<file path="src/rtl/pc_sequencer_pkg.sv">
// Shared definitions for the PC sequencer: datapath width, the NOP encoding
// used as the reset value of the instruction latch, and FSM state encodings.
package pc_sequencer_pkg;

  localparam int unsigned XLEN = 32;

  // addi x0, x0, 0
  localparam logic [XLEN-1:0] NOP = 32'h0000_0013;

  typedef logic [1:0] state_t;

  localparam state_t StIdle  = 2'd0;
  localparam state_t StFetch = 2'd1;
  localparam state_t StExec  = 2'd2;
  localparam state_t StTrap  = 2'd3;

endpackage

</file>
<file path="src/rtl/pc_next_calc.sv">
// Combinational next-PC selection and alignment check.
// Ports:
//   pc, imm, rs1_val            operands for target arithmetic
//   is_branch, is_jal, is_jalr  decoded control-transfer class
//   branch_taken                condition result, only meaningful with is_branch
//   next_pc                     selected target (modulo 2^XLEN)
//   misaligned                  target is not 4-byte aligned
module pc_next_calc
  import pc_sequencer_pkg::*;
(
  input  logic [XLEN-1:0] pc,
  input  logic [XLEN-1:0] imm,
  input  logic [XLEN-1:0] rs1_val,
  input  logic            is_branch,
  input  logic            is_jal,
  input  logic            is_jalr,
  input  logic            branch_taken,
  output logic [XLEN-1:0] next_pc,
  output logic            misaligned
);

  always_comb begin
    next_pc = pc + 32'd4;
    if (is_jalr) begin
      next_pc    = rs1_val + imm;
      next_pc[0] = 1'b0;
    end else if (is_jal || (is_branch && branch_taken)) begin
      next_pc = pc + imm;
    end
  end

  assign misaligned = |next_pc[1:0];

endmodule

</file>
<file path="src/rtl/pc_sequencer.sv">
// Program-counter sequencer: fetches one instruction, holds it while the
// datapath executes, then advances the PC (sequential, branch, jal, jalr) or
// redirects to TRAP_PC on a misaligned target.
// Ports:
//   clk, rst                 clock, asynchronous active-high reset
//   imem_valid, imem_rdata   instruction memory response
//   exec_done                datapath finished the current instruction
//   is_branch/jal/jalr       decoded control-transfer class
//   branch_taken, imm, rs1_val  next-PC operands
//   pc, pc_plus4             current PC and link value
//   imem_req, imem_addr      fetch request
//   instr, instr_valid       latched instruction
//   trap                     one-cycle misaligned-target pulse
module pc_sequencer
  import pc_sequencer_pkg::*;
#(
  parameter logic [XLEN-1:0] RESET_PC = 32'h0000_0000,
  parameter logic [XLEN-1:0] TRAP_PC  = 32'h0000_0100
) (
  input  logic            clk,
  input  logic            rst,
  input  logic            imem_valid,
  input  logic [XLEN-1:0] imem_rdata,
  input  logic            exec_done,
  input  logic            is_branch,
  input  logic            is_jal,
  input  logic            is_jalr,
  input  logic            branch_taken,
  input  logic [XLEN-1:0] imm,
  input  logic [XLEN-1:0] rs1_val,
  output logic [XLEN-1:0] pc,
  output logic [XLEN-1:0] pc_plus4,
  output logic            imem_req,
  output logic [XLEN-1:0] imem_addr,
  output logic [XLEN-1:0] instr,
  output logic            instr_valid,
  output logic            trap
);

  state_t          state_q, state_d;
  logic [XLEN-1:0] pc_q, pc_d;
  logic [XLEN-1:0] instr_q, instr_d;
  logic            instr_valid_q, instr_valid_d;
  logic [XLEN-1:0] next_pc;
  logic            misaligned;

  pc_next_calc u_pc_next_calc (
    .pc           (pc_q),
    .imm          (imm),
    .rs1_val      (rs1_val),
    .is_branch    (is_branch),
    .is_jal       (is_jal),
    .is_jalr      (is_jalr),
    .branch_taken (branch_taken),
    .next_pc      (next_pc),
    .misaligned   (misaligned)
  );

  always_comb begin
    state_d       = state_q;
    pc_d          = pc_q;
    instr_d       = instr_q;
    instr_valid_d = instr_valid_q;
    case (state_q)
      StIdle: state_d = StFetch;
      StFetch: begin
        if (imem_valid) begin
          instr_d       = imem_rdata;
          instr_valid_d = 1'b1;
          state_d       = StExec;
        end
      end
      StExec: begin
        if (exec_done) begin
          // The held instruction is retired whichever way the PC goes.
          instr_valid_d = 1'b0;
          if (misaligned) begin
            pc_d    = TRAP_PC;
            state_d = StTrap;
          end else begin
            pc_d    = next_pc;
            state_d = StFetch;
          end
        end
      end
      StTrap:  state_d = StFetch;
      default: state_d = StIdle;
    endcase
  end

  always_ff @(posedge clk or posedge rst) begin
    if (rst) begin
      state_q       <= StIdle;
      pc_q          <= RESET_PC;
      instr_q       <= NOP;
      instr_valid_q <= 1'b0;
    end else begin
      state_q       <= state_d;
      pc_q          <= pc_d;
      instr_q       <= instr_d;
      instr_valid_q <= instr_valid_d;
    end
  end

  assign pc          = pc_q;
  assign pc_plus4    = pc_q + 32'd4;
  assign imem_addr   = pc_q;
  assign imem_req    = (state_q == StFetch);
  assign instr       = instr_q;
  assign instr_valid = instr_valid_q;
  // TRAP lasts exactly one cycle, so decoding the state yields the pulse.
  assign trap        = (state_q == StTrap);

endmodule

</file>
<file path="config.mk">
export PLATFORM = sky130hd
export DESIGN_NAME = pc_sequencer
export DESIGN_NICKNAME = d
export VERILOG_FILES = /design/src/rtl/pc_sequencer_pkg.sv /design/src/rtl/pc_next_calc.sv /design/src/rtl/pc_sequencer.sv
export SDC_FILE = /design/constraint.sdc
export NUM_CORES = 1
export LEC_CHECK = 0
export BUFFER_PORTS_ARGS = -buffer_cell sky130_fd_sc_hd__buf_4
export CORE_MARGIN = 2
export CORE_UTILIZATION = 34
export CTS_CLUSTER_SIZE = 24
export DETAILED_ROUTE_END_ITERATION = 10
export PLACE_DENSITY = 0.65
export SLEW_MARGIN = 10
export SYNTH_ARGS = -nofsm -noshare
export SYNTH_HDL_FRONTEND = slang
export SYNTH_SLANG_ARGS = --single-unit
</file>
<file path="constraint.sdc">
create_clock -name clk -period 3.9 [get_ports clk]
set_input_delay 1.17 -clock clk [delete_from_list [all_inputs] [get_ports clk]]
set_output_delay 1.17 -clock clk [all_outputs]
set_load 0.1 [all_outputs]
</file>
# After elaboration in Yosys (flattened, before gate mapping)
# Cells that the tools add are included.
# Widths: inputs -> output; s select.
[word_totals]
regBits = 67
latch_bits = 0
mem_bits_rw = 0
mem_bits_ro = 0
elab_cells = 32
mem_count = 0
[classes]
n_addsub = 3
mul = 0
n_div = 0
magnitude_cmp = 0
eq_ne = 5
n_shift = 0
mux = 10
bitwise = 0
reduce_logical = 10
[op_table]
columns = ["op", "count"]
rows = [
  ["$mux 32", 3],
  ["$add 32x32->32", 2],
  ["$add 32x3->32 const B", 1],
  ["$mux 2", 3],
  ["$pmux 2 s3", 1],
  ["$reduce_and 2->1", 3],
  ["$eq 2x2->1 const B", 2],
  ["$ne 2x2->1 const B", 2],
  ["$reduce_or 2->1", 2],
  ["$reduce_and 3->1", 1],
  ["$eq 2x1->1 const B", 1],
  ["$logic_not 2->1", 1],
  ["$mux 1", 2],
  ["$pmux 1 s2", 1],
  ["$reduce_bool 2->1", 1],
  ["$logic_and 1x1->1", 1],
  ["$logic_or 1x1->1", 1],
]

# Depth between registers and ports, before layout
[depth]
word_depth = 8
ltp_mapped = 11

# By module
# From an unflattened synthesis, not the netlist that was laid out.
[unflattened]
cells_unflattened = 932
area_unflattened_um2 = 7707.4
[by_module_without_submodules]
columns = ["module", "n_inst", "cells_each", "area_each_um2"]
rows = [
  ["pc_next_calc", 1, 601, 4261.6],
  ["pc_sequencer", 1, 331, 3445.8],
]

# Least setup slack after synthesis
# Ideal clock, no wire load.
[synth_timing]
path_type = "register to output"
startpoint = "register pc_q[2], in the netlist imem_addr[2]"
endpoint = "output port pc_plus4[28]"
arrival_ns = 3.935
t_required_ns = 2.730
path_slack_ns = -1.205
path_stages_with_launch = 9
path_buffers = 1
cell_sequence = "dfrtp_1 ha_1 and3_1 and3_1 clkbuf_1 nand2_1 nor2_1 nand3_1 xnor2_1"
[synth_between]
elab_chain_cells = 1
[synth_lines]
columns = ["item", "line", "source"]
rows = [
  ["start: declaration", "pc_sequencer.sv:41", "logic [XLEN-1:0] pc_q, pc_d;"],
  ["start signal: assignment", "pc_sequencer.sv:99", "pc_q <= pc_d;"],
  ["$add 32x3->32", "pc_sequencer.sv:106", "assign pc_plus4 = pc_q + 32'd4;"],
  ["end: declaration", "pc_sequencer.sv:32", "output logic [XLEN-1:0] pc_plus4,"],
]
# No other way between the ends.

# Worst setup path after layout
[layout_timing]
startpoint = "register pc_q[12], in the netlist imem_addr[12]"
endpoint = "output port pc_plus4[31]"
# The elaborated chain is that of the path after synthesis.

==> summary by stage <==
Detailed routing
The via count normalized by instance count is 5.53. The detailed-route DRC error count is 0. For this block, the routed nets add up to 24.7 mm of wire.

The detailed router placed 7,288 vias in this run. The count of nets left with antenna violations once routing finished came out at 0. The detailed router finished its first iteration with 543 violations. The detailed-router iteration count before antenna repair is 5. Dividing the detail-routed wire length by the instance count gives 18.8 um.

Clocking
The clock drives 67 sinks. After clock tree synthesis, the flow added hold-fix buffers numbering 0. The clock tree from TritonCTS is yes. The CTS clock-pin slew for the worst setup and hold paths is 60 ps. The clock latency reported for the late side of the worst-skew pair is 340 ps.

The number of clock buffers inserted by TritonCTS is 9. The clock tree root buffer cell is clkbuf_16. The maximum level of the CTS H-tree is 3. The total setup buffers inserted after CTS is 0. No sink is reached through more buffers than the 2 on the longest clock path.

Critical path
Of all nets on the critical path, the largest fanout is 7. The kind of critical path is reg -> out. The worst setup path is launched from a register. At the worst endpoint, the arrival time is 2600 ps. In this run the worst setup path begins at imem_addr[12].

For the worst setup path, the data required time is 2730 ps. The capturing element type of the critical path is an output pin. The worst register-to-register path begins at imem_addr[0].

Global route
The first global-routing pass estimated 37.8 mm of wire. The overall routing resource usage is 22.1%. Entering global routing, the biggest net connects 68 pins.

The initial antenna violation count is 0. The via count of the first global-routing pass is 6,853. The total grt overflow is 0.

Die
The initial utilization of the core area, before any placement, comes to 34.6%. The overall die area is 21,700 um^2. The initialized floorplan defines 52 standard-cell rows. The area inside the core boundary is 20,200 um^2.

From bottom edge to top edge, the die measures 147 um. The floorplan die width is 147 um. The number of I/O pins is 235.

Timing
The final-report hold violation count came to 0. Setup repair after global routing left no endpoint under its margin. For the final routed database, the setup TNS stands at 0 ps. The worst path needs 3770 ps of the cycle, external delays included.

Based on the critical path, the design can be clocked at up to 265 MHz. The worst pin sits at a relative slew slack of 55.0%. The max-slew violation total from the final report is 0.

The actual slew at the worst max-slew pin is 674 ps. The worst setup slack after layout is 131 ps. The period utilization is 96.7%.

The final count of negative-setup-slack endpoints is 0. Between clock sinks in the finished design, the worst skew comes to 13.0 ps.

Final layout
Relative to the synthesized area, the layout overhead comes to 36.8%. The net count of the finished layout is 1,212. The share of cells above drive strength 1 is 36.4%. The number of antenna repair diodes is 0. The layout has 1,991 filler cells.

Yosys
The mean instance size in the synthesized netlist is 8.43 um^2. For this run, the register share of the synthesized area comes to 24.0%. Yosys printed 0 warnings. The post-synth net total is 998.

For this run, asynchronously set or reset flops after synthesis account for 100%. The most used flip-flop cell after synthesis is dfrtp_1. The mapped cell area is 7000 um^2. The count of flip-flops with a built-in enable after synthesis is 0. The number of standard cells after synthesis is 830.

Yosys mapped the design onto 75 distinct sky130hd cell types. Counting flops and latches in the post-synthesis netlist gives 67.

Place
Timing analysis after detailed placement gives a worst setup slack of 25.0 ps. At the end of routability-driven placement, the weighted congestion stood at 0.904. Input and output buffers added on the ports amount to 234.

The final HPWL from detailed placement is 19.8 mm.

Outcome
The run finished with clean final reports.

Worst hold path
In this run the most critical hold path is launched from instr_valid. The path class of the lowest-slack min-delay path is reg -> reg.

Flow run
The number of max-capacitance violations reported is 0.
## critical path, stage by stage (launching register included)
cell and delay [ps]:
dfrtp_2 480, and4_1 320, and2_2 210, nand3_2 90, or3_4 460, nor3_4 260, xor2_4 180, buf_6 250
## path summary, 6_finish.rpt
path                            endpoint  slack (ps)  depth (start not counted)
min in group asynchronous      instr[14]         900                          3
max in group asynchronous  imem_addr[13]        2650                          3
max reg2reg                imem_addr[16]         810                         11
max                         pc_plus4[31]         130                          7
min reg2reg                  instr_valid         490                          2
min                          instr_valid         490                          2
## cell type report
cell class	instances	area [um^2]	share of cell area (%)
Timing Repair Buffer	263	1990	20.8
Tap cell	270	338	3.53
Clock inverter	6	66.3	0.693
Inverter	26	97.6	1.02
Clock buffer	10	229	2.39
Multi-Input combinational cell	677	5150	53.8
Sequential cell	67	1700	17.8
## flip-flops by register name, indices dropped and copies added (netlist names)
signal       count
state_q          2
instr           32
imem_addr       32
instr_valid      1
## placed cells by master, fill, tap and decap left out, types with 13 or more instances in the layout
cell type / instances
a211oi_1: 15
a21o_1: 27
a21oi_1: 71
and3_1: 13
buf_4: 260
dfrtp_1: 48
dfrtp_2: 16
ha_1: 62
inv_1: 25
mux2_2: 32
nand2_1: 65
nand3_1: 26
nand4_1: 14
nor2_1: 49
nor3_1: 15
o21ai_0: 36
o21ai_1: 16
xnor2_1: 23
xnor2_2: 15
xor2_1: 27
## timing repair
| item | CTS | global route |
|---|---|---|
| endpoints found under the setup margin | 2 | 2 |
| hold endpoints to repair | 0 | 0 |
| gates resized for setup | 4 | 1 |
## routing by layer
layer  wire length (um)  vias up  GRT usage, %
met5                  0        -             0
met4                425        0          6.25
met3               1690       30          2.78
met2              11600      305          36.8
met1              11000     3476          30.2
li1                   -     3477             -
## Yosys cell counts (10+ instances only)
library cell,n,share of area (%)
and3_1,13,1.2
buf_4,34,3.6
xnor2_1,42,5.3
ha_1,62,11
o21ai_0,36,2.6
xor2_1,32,4.0
nor3_1,17,1.2
nand2_1,65,3.5
a21oi_1,71,5.1
a211oi_1,15,1.6
clkbuf_1,23,1.2
nand4_1,14,1.3
nand2b_1,10,0.89
nor2_1,50,2.7
o211ai_1,11,1.2
nand3_1,26,1.9
mux2_2,32,5.1
a31oi_1,10,0.89
o21ai_1,16,1.1
inv_1,26,1.4
dfrtp_1,64,23
a21o_1,27,2.9
## per-stage QoR
stage,std cells,cell area [um^2],utilization [%],hold WS [ps]
4_1_cts,1319,9570,47.3,499
3_3_place_gp,1303,9260,45.7,469
6_report,1319,9570,47.3,492
3_5_place_dp,1303,9260,45.7,487
5_1_grt,1319,9570,47.3,513
2_1_floorplan,830,7280,-,612
## cells by family after synthesis
| kind of cell | share of synthesized area, % |
|---|---|
| adders and majority gates | 11.7 |
| muxes | 5.86 |
| buffers and inverters | 6.47 |
| xor gates and xnor gates | 9.26 |
| AOI/OAI and AO/OA | 25.6 |
| and+or+nand+nor | 17.1 |
| DFF | 24.0 |
Power is not shown: default switching activity piles up to over one toggle a cycle in this logic, so the estimate is an artifact.
